==> src/rtl/spi_pkg.sv <==
// spi_pkg: shared SPI slave types and constants (state enum, byte width).
package spi_pkg;
  localparam int BitsPerByte = 8;
  typedef enum logic [1:0] {
    IDLE,
    LOAD_WAIT,
    SHIFT
  } spi_tx_state_e;
endpackage

==> src/rtl/spi_sync_edge.sv <==
// spi_sync_edge: 2-flop synchronizer plus an edge-detect flop.
// Ports: clk_i/rst_ni system clock and sync active-low reset; d_i asynchronous input;
// level_o synchronized level; rise_o/fall_o one-cycle edge strobes.
module spi_sync_edge #(
  parameter logic ResetVal = 1'b0
) (
  input  logic clk_i,
  input  logic rst_ni,
  input  logic d_i,
  output logic level_o,
  output logic rise_o,
  output logic fall_o
);
  logic [2:0] sync_q, sync_d;
  always_comb sync_d = {sync_q[1:0], d_i};
  always_ff @(posedge clk_i) sync_q <= !rst_ni ? {3{ResetVal}} : sync_d;
  assign level_o = sync_q[1];
  assign rise_o  = sync_q[1] & ~sync_q[2];
  assign fall_o  = ~sync_q[1] & sync_q[2];
endmodule

==> src/rtl/spi_slave_tx.sv <==
// spi_slave_tx: oversampled SPI slave MISO transmitter, MSB first, fed from a byte stream.
// Ports: clk_i/rst_ni system clock and sync active-low reset; spi_slave_clk_i/spi_slave_cs_i
// external SCK and active-low CS; spi_slave_miso_o/_oe_o serial data and pad enable;
// tx_data_i/tx_valid_i/tx_ready_o byte stream (tx_ready_o is the pop strobe);
// byte_done_o/underrun_o/abort_o status pulses; busy_o frame in progress.
module spi_slave_tx
  import spi_pkg::*;
#(
  parameter bit         CPOL         = 1'b0,
  parameter bit         CPHA         = 1'b0,
  parameter logic       IdleLevel    = 1'b1,
  parameter logic [7:0] UnderrunByte = 8'hFF
) (
  input  logic                   clk_i,
  input  logic                   rst_ni,
  input  logic                   spi_slave_clk_i,
  input  logic                   spi_slave_cs_i,
  output logic                   spi_slave_miso_o,
  output logic                   spi_slave_miso_oe_o,
  input  logic [BitsPerByte-1:0] tx_data_i,
  input  logic                   tx_valid_i,
  output logic                   tx_ready_o,
  output logic                   byte_done_o,
  output logic                   underrun_o,
  output logic                   abort_o,
  output logic                   busy_o
);
  localparam int CntW = $clog2(BitsPerByte);
  spi_tx_state_e state_q, state_d;
  logic [BitsPerByte-1:0] shreg_q, shreg_d;
  logic [CntW-1:0] bit_cnt_q, bit_cnt_d;
  logic miso_q, miso_d, oe_q, oe_d;
  logic unused_sck_lvl, unused_cs_lvl, sck_rise, sck_fall, cs_rise, cs_fall;
  logic lead, trail, drive, sample, last_bit, load, shift;
  spi_sync_edge #(.ResetVal(CPOL)) u_sck (
    .clk_i  (clk_i),
    .rst_ni (rst_ni),
    .d_i    (spi_slave_clk_i),
    .level_o(unused_sck_lvl),
    .rise_o (sck_rise),
    .fall_o (sck_fall)
  );
  spi_sync_edge #(.ResetVal(1'b1)) u_cs (
    .clk_i  (clk_i),
    .rst_ni (rst_ni),
    .d_i    (spi_slave_cs_i),
    .level_o(unused_cs_lvl),
    .rise_o (cs_rise),
    .fall_o (cs_fall)
  );
  assign lead     = CPOL ? sck_fall : sck_rise;
  assign trail    = CPOL ? sck_rise : sck_fall;
  assign drive    = CPHA ? lead : trail;
  assign sample   = CPHA ? trail : lead;
  assign last_bit = bit_cnt_q == CntW'(BitsPerByte - 1);
  always_ff @(posedge clk_i) begin
    if (!rst_ni) begin
      state_q   <= IDLE;
      shreg_q   <= '0;
      bit_cnt_q <= '0;
      miso_q    <= IdleLevel;
      oe_q      <= 1'b0;
    end else begin
      state_q   <= state_d;
      shreg_q   <= shreg_d;
      bit_cnt_q <= bit_cnt_d;
      miso_q    <= miso_d;
      oe_q      <= oe_d;
    end
  end
  // CS rise overrides every SCK event in the same cycle.
  always_comb begin
    state_d = (cs_rise && state_q != IDLE) ? IDLE
            : (state_q == IDLE && cs_fall) ? (CPHA ? LOAD_WAIT : SHIFT)
            : (state_q == LOAD_WAIT && drive) ? SHIFT
            : (state_q == SHIFT && sample && last_bit) ? LOAD_WAIT
            : state_q;
    shreg_d   = load ? (tx_valid_i ? tx_data_i : UnderrunByte)
              : shift ? {shreg_q[BitsPerByte-2:0], 1'b0} : shreg_q;
    bit_cnt_d = (state_q == IDLE || cs_rise) ? '0
              : (state_q == SHIFT && sample) ? bit_cnt_q + CntW'(1) : bit_cnt_q;
    miso_d    = state_q == IDLE ? IdleLevel : shreg_q[BitsPerByte-1];
    oe_d      = state_q != IDLE;
  end
  // Pulses are gated by reset so nothing is popped or reported while rst_ni is low.
  always_comb begin
    load        = rst_ni && !cs_rise && (state_q == IDLE ? (cs_fall && !CPHA)
                                                         : (state_q == LOAD_WAIT && drive));
    shift       = !cs_rise && state_q == SHIFT && drive && bit_cnt_q != '0;
    tx_ready_o  = load && tx_valid_i;
    underrun_o  = load && !tx_valid_i;
    byte_done_o = rst_ni && !cs_rise && state_q == SHIFT && sample && last_bit;
    abort_o     = rst_ni && cs_rise && state_q != IDLE && bit_cnt_q != '0;
    busy_o      = state_q != IDLE;
  end
  assign spi_slave_miso_o    = miso_q;
  assign spi_slave_miso_oe_o = oe_q;
endmodule

==> config.mk <==
export PLATFORM = sky130hd
export DESIGN_NAME = spi_slave_tx
export DESIGN_NICKNAME = d
export VERILOG_FILES = /design/src/rtl/spi_pkg.sv /design/src/rtl/spi_sync_edge.sv /design/src/rtl/spi_slave_tx.sv
export SDC_FILE = /design/constraint.sdc
export NUM_CORES = 1
export LEC_CHECK = 0
export BUFFER_PORTS_ARGS = -buffer_cell sky130_fd_sc_hd__buf_2
export CAP_MARGIN = 20
export CORE_ASPECT_RATIO = 0.8
export CORE_MARGIN = 1
export CORE_UTILIZATION = 34
export DETAILED_ROUTE_END_ITERATION = 7
export GPL_TIMING_DRIVEN = 0
export PLACE_DENSITY = 0.61
export SLEW_MARGIN = 10
export SYNTH_ARGS = -nofsm -noshare
export SYNTH_HDL_FRONTEND = slang
export SYNTH_HIERARCHICAL = 1
export SYNTH_SLANG_ARGS = --single-unit
==> constraint.sdc <==
create_clock -name clk_i -period 3.71 [get_ports clk_i]
set_input_delay 0.1855 -clock clk_i [delete_from_list [all_inputs] [get_ports clk_i]]
set_output_delay 0.1855 -clock clk_i [all_outputs]
set_load 0.05 [all_outputs]
==> reports/summary.log, run 1 <==
INFO  setup_path     path_buf_inv=2
INFO  clocking       path_clk_slew=0.07ns
INFO  synthesis      postSynthCellCount=120
INFO  setup_path     cp_max_fo=10
INFO  clocking       cts_root_buf=clkbuf_8
INFO  placed_design  place_inst=177
INFO  synthesis      netlist-cell-type-count=29
INFO  cells_and_area antenna_cells_inserted=0
INFO  cells_and_area synthToLayoutAreaGrowth=17.9%
INFO  route          total_met3_wirelength_after_detailed_routing=144um
INFO  global_routing first_global_vias=837
INFO  setup_path     timing_worst_setup_path_type=register to output port
INFO  synthesis      mappedNetlistNets=136
INFO  setup_path     critical_path.cell_chain=nor2b_1 -> mux2i_2 -> or3_1 -> buf_6 -> nor2_1 -> buf_2
INFO  route          top_signal_layer_used=met4
INFO  setup_path     slowest_stage=or3_1
INFO  timing         finalHoldViolations=0
INFO  global_routing grt.total_usage=14.5%
INFO  global_routing overflow=0
INFO  global_routing number_of_antenna_violations_at_the_first_check_in_global_routing=0
INFO  cells_and_area seq_area=420um^2
INFO  cells_and_area multiInputGateArea=576um^2
INFO  timing         max_slew.worst_pin.slew=0.539ns
INFO  cells_and_area layout.cells.non_filler=181
INFO  setup_path     worst-path-stages=6
INFO  cells_and_area fin_nets=160
INFO  die            ios=20
INFO  synthesis      avgSynthCellArea=8.72um^2
INFO  job            max_cap_viol_count=0
INFO  placed_design  io_buffers=19
INFO  route          drc=0
INFO  timing         relative_slew_margins=64.0%
INFO  route          drt_iter0_markers=23
INFO  timing         fin_tns_setup=0ns
INFO  timing         fmax=0.452GHz
INFO  timing         final.period_utilization=59.6%
INFO  route          routed_wirelength=2.20mm
INFO  timing         smallest_hold_slack=0.107ns
INFO  placed_design  dp_worst_setup_slack=1.77ns
INFO  power          powerDensity=346nW/um^2
INFO  placed_design  gp_congestion=0.773
INFO  timing         rsz0062_at_grt=no
INFO  clocking       clk-insertion-delay-late=0.26ns
INFO  timing         worst_clock_skew=0.00725ns
INFO  clocking       cts_htree_levels=1
INFO  setup_path     worst_ep_required_time=3.52ns
INFO  synthesis      synth.yosys.seq_area_share=40.2%
INFO  clocking       ctsResizeCount=0
INFO  clocking       cts-root-to-sink-buffers=2
INFO  setup_path     worst_setup_path_end_kind=output port
INFO  route          post_route_met1_wirelength=1.08mm
INFO  route          avgRoutedWirePerCell=12.2um
INFO  clocking       number_of_setup_buffers_added_after_cts=0
INFO  die            die_area=3300um^2
INFO  die            fp.dieH=51.6um
INFO  route          route.detailed.vias_per_inst=5.15
INFO  synthesis      synth_top_cells_by_area=dfxtp_1, nand2b_1, o41ai_1
INFO  power          max-vdd-ir-drop=227uV
INFO  timing         final-setup-viol-count=0
INFO  synthesis      synth_edf_count=0
INFO  synthesis      synthesis.area=1050um^2
INFO  cells_and_area fraction_of_layout_instances_using_a_drive_strength_above_1=18.9%
INFO  placed_design  detailedPlacementHpwl=1.66mm
INFO  setup_path     worstSetupStartpointType=register
INFO  timing         slew_violations=0
INFO  synthesis      synthDominantCellAreaShare=40.2%
INFO  setup_path     crit_family=simple AND/OR/NAND/NOR gates
INFO  synthesis      netlist.top_cell.by_area=dfxtp_1
INFO  synthesis      synth.top_cells.by_count=dfxtp_1, nand2b_1, o21ai_0
INFO  setup_path     r2r.worst_path.cells=5
INFO  die            die_width=64.0um
INFO  status         outcome=finished, final reports clean
INFO  route          met2RoutedLength=966um
INFO  cells_and_area util_after_layout=43.6%
INFO  route          drt.antenna.violating_nets=0
INFO  die            fp-row-count=17
INFO  setup_path     crit_path_max_incr_delay=0.40ns
INFO  route          route.vias.total=933
INFO  cells_and_area final.fill_count=288
INFO  power          power_leakage=0.484nW
INFO  clocking       cts_inserted_buffers=3
INFO  timing         finalWorstSetupSlack=1.50ns
INFO  min_path       hold_path.class=primary input to register
INFO  global_routing pin_count_of_the_biggest_net_entering_global_routing=12
INFO  timing         final.min_clock_period=2.21ns
INFO  synthesis      yosys.cell_count.top_type=dfxtp_1
INFO  clocking       tritoncts=done
INFO  die            initial_utilization=37.0%
INFO  setup_path     cp.arrival=2.03ns
INFO  synthesis      ys.warnings.count=6
INFO  global_routing grt_first_pass_wirelength=3.73mm
INFO  clocking       clock-sinks=21
INFO  min_path       worst_hold_path.num_cells=2
INFO  synthesis      post_synthesis_register_bit_count=21
INFO  clocking       cts.hold.buffers_added=0
INFO  synthesis      synthFlopType=dfxtp_1
INFO  route          detail_route.first_pass.iterations=4
INFO  synthesis      async_reset_ff_share=0%
INFO  die            core_region_area=2830um^2
power breakdown:
part            total, W  internal (W)  leakage, nW  switching, W
clock network   0.000148     0.0000765       0.0228     0.0000715
logic          0.0000446     0.0000188        0.291     0.0000259
registers       0.000235      0.000232        0.171    0.00000249
total           0.000427      0.000327        0.484     0.0000999
placed cells by master, fill, tap and decap left out, drive strengths merged:
cell and n:
and2 4, nand2 3, clkbuf 8, nor3b 1, nor2b 8, buf 23, or3 2, o21a 1
and3b 1, nand4bb 1, nand2b 15, mux2i 1, o41ai 8, nand3 7, and3 1, a21oi 6
nand3b 1, o21bai 1, dfxtp 21, or2 1, a31oi 7, o21ai 12, and4bb 1, ha 3
nor2 2, and4b 1, inv 3
per-layer routing:
layer,GRT usage [%],up-vias
li1,-,479
met1,19.2,426
met2,22.9,26
met3,4.82,2
met4,3.41,0
met5,0,-
worst paths after layout:
kind                                            startpoint                        end  slack (ns)
worst max-delay path            u_sck/sync_q[2]$_SDFF_PN0_                 underrun_o        1.50
worst min-delay path                        spi_slave_cs_i  u_cs/sync_q[0]$_SDFF_PN1_        0.11
worst max register to register  u_sck/sync_q[2]$_SDFF_PN0_    shreg_q[2]$_SDFFE_PN0P_        2.05
worst min register to register   u_cs/sync_q[0]$_SDFF_PN1_  u_cs/sync_q[1]$_SDFF_PN1_        0.42
state kept, by name, summed over array words and instances (netlist names):
| name | flops |
|---|---|
| u_sck/sync_q | 3 |
| u_cs/sync_q | 3 |
| spi_slave_miso_oe_o | 1 |
| bit_cnt_q | 3 |
| spi_slave_miso_o | 1 |
| state_q | 2 |
| shreg_q | 8 |
logic make-up after synthesis:
family | synth area share (%)
fa+ha+maj | 3.59
compound gates | 20.9
simple gates | 29.2
mux | 1.32
buf+inv | 4.78
flops | 40.2
metrics by stage:
stage	area, um^2	power, W
after CTS	1230	0.000432
after floorplan	1050	0.000270
after detailed placement	1190	0.000285
after global placement	1190	0.000284
final	1230	0.000427
after global routing	1230	0.000446
final cells by class:
cell class	count	area share [%]
multi-input cells	88	46.7
flip-flops and latches	21	34.1
repair buffers	19	7.71
well taps	38	3.85
clock buffers	4	3.65
plain buffers	8	3.14
inverters	3	0.913
Power figures use the tool's default switching activity.
==> run 2: changes to the inputs <==
Clock period 3.71 ns to 2.1 ns, I/O delays scaled along.
==> run 2 against run 1 <==
- largest cell class unchanged
- critical path depth did not move
- hold slack got worse by 0.081 ns
- worst setup slack got worse by 1.4 ns
- die area did not move
- clock skew barely moved
- highest routed layer unchanged
- critical endpoint unchanged
- combinational power rose by 78%
==> reports/summary.log, run 2 (same netlist as run 1, synthesis figures left out) <==
INFO  global_routing grt_first_pass_wirelength=3.73mm
INFO  route          detail_route.first_pass.iterations=4
INFO  power          max-vdd-ir-drop=400uV
INFO  clocking       path_clk_slew=0.07ns
INFO  placed_design  place_inst=177
INFO  power          seqPwrFrac=54.9%
INFO  clocking       clock-sinks=21
INFO  setup_path     critical_path.cell_chain=nor2b_1 -> mux2i_2 -> or3_1 -> buf_6 -> nor2_1 -> clkbuf_4
INFO  min_path       hold_path.class=primary input to register
INFO  global_routing pin_count_of_the_biggest_net_entering_global_routing=12
INFO  die            ios=20
INFO  route          route.detailed.vias_per_inst=5.18
INFO  setup_path     worstSetupStartpointType=register
INFO  placed_design  gp_congestion=0.773
INFO  job            max_cap_viol_count=0
INFO  setup_path     crit_family=simple AND/OR/NAND/NOR gates
INFO  clocking       number_of_setup_buffers_added_after_cts=0
INFO  cells_and_area largest_register=shreg_q
INFO  die            fp-row-count=17
INFO  route          drt.antenna.violating_nets=0
INFO  timing         fmax=0.506GHz
INFO  power          powerDensity=609nW/um^2
INFO  cells_and_area mostFrequentLayoutCells=dfxtp_1, buf_2, nand2b_1
INFO  setup_path     timing_worst_setup_path_type=register to output port
INFO  clocking       cts_inserted_buffers=3
INFO  global_routing overflow=0
INFO  clocking       cts.hold.buffers_added=0
INFO  cells_and_area util_after_layout=43.9%
INFO  timing         final-setup-viol-count=0
INFO  route          avgRoutedWirePerCell=12.2um
INFO  global_routing number_of_antenna_violations_at_the_first_check_in_global_routing=0
INFO  route          drc=0
INFO  cells_and_area fraction_of_layout_instances_using_a_drive_strength_above_1=19.6%
INFO  power          logic_gate_share_of_total_power=10.5%
INFO  placed_design  detailedPlacementHpwl=1.66mm
INFO  cells_and_area fin_nets=160
INFO  timing         max_slew.worst_pin.slew=0.539ns
INFO  timing         rsz0062_at_grt=no
INFO  timing         fin_tns_setup=0ns
INFO  setup_path     worst_setup_path_end_kind=output port
INFO  setup_path     cp_max_fo=10
INFO  setup_path     cp.arrival=1.87ns
INFO  global_routing first_global_vias=835
INFO  status         outcome=finished, final reports clean
INFO  timing         finalHoldViolations=0
INFO  timing         worst_clock_skew=0.00724ns
INFO  clocking       cts_htree_levels=1
INFO  setup_path     path_buf_inv=2
INFO  die            initial_utilization=37.0%
INFO  cells_and_area final.fill_count=290
INFO  timing         relative_slew_margins=64.0%
INFO  power          share_clk_of_total_power=34.6%
INFO  die            core_region_area=2830um^2
INFO  placed_design  io_buffers=19
INFO  power          power.switching=0.000177W
INFO  die            die_width=64.0um
INFO  clocking       clk-insertion-delay-late=0.26ns
INFO  clocking       tritoncts=done
INFO  cells_and_area synthToLayoutAreaGrowth=18.7%
INFO  die            die_area=3300um^2
INFO  power          power_leakage=0.483nW
INFO  power          switching_share=23.4%
INFO  route          routed_wirelength=2.21mm
INFO  setup_path     slowest_stage=or3_1
INFO  timing         final.period_utilization=94.0%
INFO  route          route.vias.total=938
INFO  cells_and_area antenna_cells_inserted=0
INFO  clocking       cts-root-to-sink-buffers=2
INFO  timing         slew_violations=0
INFO  global_routing grt.total_usage=14.5%
INFO  setup_path     crit_path_max_incr_delay=0.40ns
INFO  route          drt_iter0_markers=23
INFO  cells_and_area max_ffs_per_register=8
INFO  die            fp.dieH=51.6um
INFO  setup_path     worst_ep_required_time=2.00ns
INFO  power          intPower=0.000579W
INFO  timing         final.min_clock_period=1.97ns
INFO  cells_and_area final_common_cell=dfxtp_1
INFO  cells_and_area layout.cells.non_filler=181
INFO  clocking       cts_root_buf=clkbuf_8
[run 2: worst paths after layout]
kind / start / endpoint / slack (ns) / depth (start not counted)
max: u_cs/sync_q[2]$_SDFF_PN1_ / underrun_o / 0.13 / 6
min reg2reg: u_cs/sync_q[0]$_SDFF_PN1_ / u_cs/sync_q[1]$_SDFF_PN1_ / 0.42 / 1
min: spi_slave_cs_i / u_cs/sync_q[0]$_SDFF_PN1_ / 0.03 / 2
max reg2reg: u_cs/sync_q[2]$_SDFF_PN1_ / shreg_q[2]$_SDFFE_PN0P_ / 0.57 / 5
[run 2: power groups by stage]
stage | clock network (W) | logic [W] | registers [W]
floorplan | 0 | 0.0000494 | 0.000427
CTS | 0.000270 | 0.0000792 | 0.000415
global placement | 0 | 0.0000781 | 0.000424
finish | 0.000262 | 0.0000793 | 0.000415
detailed placement | 0 | 0.0000790 | 0.000424
global route | 0.000286 | 0.0000875 | 0.000416
[run 2: metal layers]
metal / wire length, um / share of wire (%) / global-route usage (%) / up-vias
met2: 968 / 44 / 22.9 / 26
li1: - / - / - / 479
met3: 144 / 6.5 / 4.82 / 2
met5: 0 / 0 / 0 / -
met1: 1080 / 49 / 19.2 / 431
met4: 12 / 0.54 / 3.41 / 0
[run 2: cell type report]
cell class / count / area, um^2 / area share (%)
plain buffers: 8 / 38.8 / 3.13
inverters: 3 / 11.3 / 0.907
multi-input cells: 88 / 578 / 46.6
well taps: 38 / 47.5 / 3.83
clock buffers: 4 / 45.0 / 3.63
repair buffers: 19 / 100 / 8.06
flip-flops and latches: 21 / 420 / 33.9
[run 2: through the flow]
stage	power [W]	area, um^2	worst slack, ns	hold slack (ns)
after floorplan	0.000476	1050	0.0896	0.178
after global placement	0.000502	1190	0.303	0.289
after detailed placement	0.000503	1190	0.238	0.290
after CTS	0.000764	1240	0.0765	0.0203
after global routing	0.000789	1240	0.0229	0.0283
final	0.000756	1240	0.125	0.0266
[run 2: timing repair]
| item | CTS | global route |
|---|---|---|
| endpoints found under the hold margin | 0 | 0 |
| endpoints found under the setup margin | 2 | 2 |
| resized for setup | 1 | 2 |
==> run 3: changes to the inputs <==
--- a/config.mk
+++ b/config.mk
@@ -12,6 +12,5 @@
 export CORE_UTILIZATION = 34
 export DETAILED_ROUTE_END_ITERATION = 7
-export GPL_TIMING_DRIVEN = 0
-export PLACE_DENSITY = 0.61
+export PLACE_DENSITY = 0.54
 export SLEW_MARGIN = 10
 export SYNTH_ARGS = -nofsm -noshare
==> constraint.sdc (replaced) <==
create_clock -name clk_i -period 2.1 [get_ports clk_i]
set_input_delay 0.105 -clock clk_i [delete_from_list [all_inputs] [get_ports clk_i]]
set_output_delay 0.105 -clock clk_i [all_outputs]
set_load 0.005 [all_outputs]
==> run 3 against run 2 <==
- clock skew fell by 0.0043 ns
- fmax grew 0.93%
- first-iteration DRC count is 130% higher
- worst setup slack better by 0.018 ns
- cell area is 2.0% lower
- sequential share of layout area up 0.80 points
- combinational power down 19%
- clock power about the same
- core utilization down 0.88 points
==> reports/summary.log, run 3 (same netlist as run 1, synthesis figures left out) <==
INFO  status         outcome=finished, final reports clean
INFO  setup_path     crit_family=simple AND/OR/NAND/NOR gates
INFO  cells_and_area mostFrequentLayoutCells=dfxtp_1, buf_2, nand2b_1
INFO  setup_path     worstSetupStartpointType=register
INFO  route          drt_iter0_markers=54
INFO  clocking       clk-insertion-delay-late=0.26ns
INFO  global_routing number_of_antenna_violations_at_the_first_check_in_global_routing=0
INFO  power          powerDensity=612nW/um^2
INFO  setup_path     worst_setup_path_end_kind=output port
INFO  cells_and_area final_common_cell=dfxtp_1
INFO  setup_path     cp_max_fo=10
INFO  die            initial_utilization=37.0%
INFO  cells_and_area largest_register=shreg_q
INFO  timing         slew_violations=0
INFO  cells_and_area final.fill_count=305
INFO  setup_path     cp.arrival=1.85ns
INFO  route          drt.antenna.violating_nets=0
INFO  route          detail_route.first_pass.iterations=4
INFO  placed_design  dp_worst_setup_slack=0.351ns
INFO  clocking       tritoncts=done
INFO  clocking       cts_htree_levels=1
INFO  route          drc=0
INFO  timing         fmax=0.511GHz
INFO  clocking       cts_inserted_buffers=3
INFO  route          routed_wirelength=2.19mm
INFO  route          route.detailed.vias_per_inst=5.25
INFO  setup_path     path_buf_inv=1
INFO  clocking       path_clk_slew=0.07ns
INFO  placed_design  detailedPlacementHpwl=1.59mm
INFO  min_path       hold_path.class=primary input to register
INFO  timing         max_slew.worst_pin.slew=0.535ns
INFO  die            fp.dieH=51.6um
INFO  timing         finalHoldViolations=0
INFO  timing         relative_slew_margins=64.2%
INFO  power          max-vdd-ir-drop=444uV
INFO  setup_path     critical_path.cell_chain=nor2b_1 -> mux2i_4 -> or3_1 -> nor2_1 -> buf_2
INFO  global_routing pin_count_of_the_biggest_net_entering_global_routing=20
INFO  timing         fin_tns_setup=0ns
INFO  die            ios=20
INFO  die            core_region_area=2830um^2
INFO  clocking       cts-root-to-sink-buffers=2
INFO  global_routing grt.total_usage=14.9%
INFO  clocking       cts_root_buf=clkbuf_8
INFO  cells_and_area fin_nets=153
INFO  placed_design  io_buffers=19
INFO  power          power_leakage=0.476nW
INFO  cells_and_area synthToLayoutAreaGrowth=16.3%
INFO  setup_path     timing_worst_setup_path_type=register to output port
INFO  timing         worst_clock_skew=0.00297ns
INFO  timing         finalWorstSetupSlack=0.143ns
INFO  placed_design  placedInstanceArea=1160um^2
INFO  route          route.vias.total=913
INFO  die            fp-row-count=17
INFO  global_routing overflow=0
INFO  placed_design  gp_congestion=0.735
INFO  die            die_width=64.0um
INFO  clocking       clock-sinks=21
INFO  route          avgRoutedWirePerCell=12.6um
INFO  timing         rsz0062_at_grt=no
INFO  cells_and_area max_ffs_per_register=8
INFO  cells_and_area design_area=1220um^2
INFO  global_routing grt_first_pass_wirelength=3.80mm
INFO  clocking       ctsResizeCount=0
INFO  timing         final-setup-viol-count=0
INFO  global_routing first_global_vias=793
INFO  setup_path     crit_path_max_incr_delay=0.55ns
INFO  clocking       cts.hold.buffers_added=0
INFO  setup_path     worst_ep_required_time=2.00ns
INFO  clocking       number_of_setup_buffers_added_after_cts=0
INFO  cells_and_area antenna_cells_inserted=0
INFO  die            die_area=3300um^2
INFO  timing         final.min_clock_period=1.96ns
INFO  timing         final.period_utilization=93.2%
INFO  setup_path     slowest_stage=or3_1
INFO  job            max_cap_viol_count=0
INFO  cells_and_area fraction_of_layout_instances_using_a_drive_strength_above_1=21.3%
[run 3: final cells by class]
class / instances / area [um^2] / share of cell area, %
repair buffers: 20 / 103 / 8.44
flip-flops and latches: 21 / 422 / 34.7
inverters: 3 / 11.3 / 0.926
clock inverters: 1 / 5.00 / 0.412
clock buffers: 3 / 41.3 / 3.40
multi-input cells: 88 / 587 / 48.3
well taps: 38 / 47.5 / 3.91
[run 3: metrics by stage]
step | utilization (%) | instances | hold slack [ns] | power (W)
2_1_floorplan | - | 120 | 0.178 | 0.000467
3_3_place_gp | 40.9 | 170 | 0.291 | 0.000489
3_5_place_dp | 40.9 | 170 | 0.288 | 0.000491
4_1_cts | 42.5 | 174 | 0.0142 | 0.000754
5_1_grt | 43.0 | 174 | 0.0255 | 0.000783
6_report | 43.0 | 174 | 0.0192 | 0.000745
[run 3: routing by layer]
layer	vias to the layer above	routed length [um]	global-route usage, %
li1	463	-	-
met4	0	10	3.41
met3	3	151	3.95
met1	422	1050	20.8
met2	25	978	22.9
met5	-	0	0
[run 3: path summary, 6_finish.rpt]
check,endpoint,from,depth (start not counted),slack [ns]
hold / removal,u_cs/sync_q[0]$_SDFF_PN1_,spi_slave_cs_i,2,0.02
setup reg to reg,shreg_q[1]$_SDFFE_PN0P_,u_cs/sync_q[2]$_SDFF_PN1_,4,0.49
hold reg to reg,u_cs/sync_q[1]$_SDFF_PN1_,u_cs/sync_q[0]$_SDFF_PN1_,1,0.42
setup / recovery,underrun_o,u_cs/sync_q[2]$_SDFF_PN1_,5,0.14
[run 3: power by group]
part           internal [W]  total (W)  switching (W)
Combinational     0.0000316  0.0000645      0.0000329
Clock              0.000132   0.000262       0.000129
Sequential         0.000410   0.000418     0.00000837
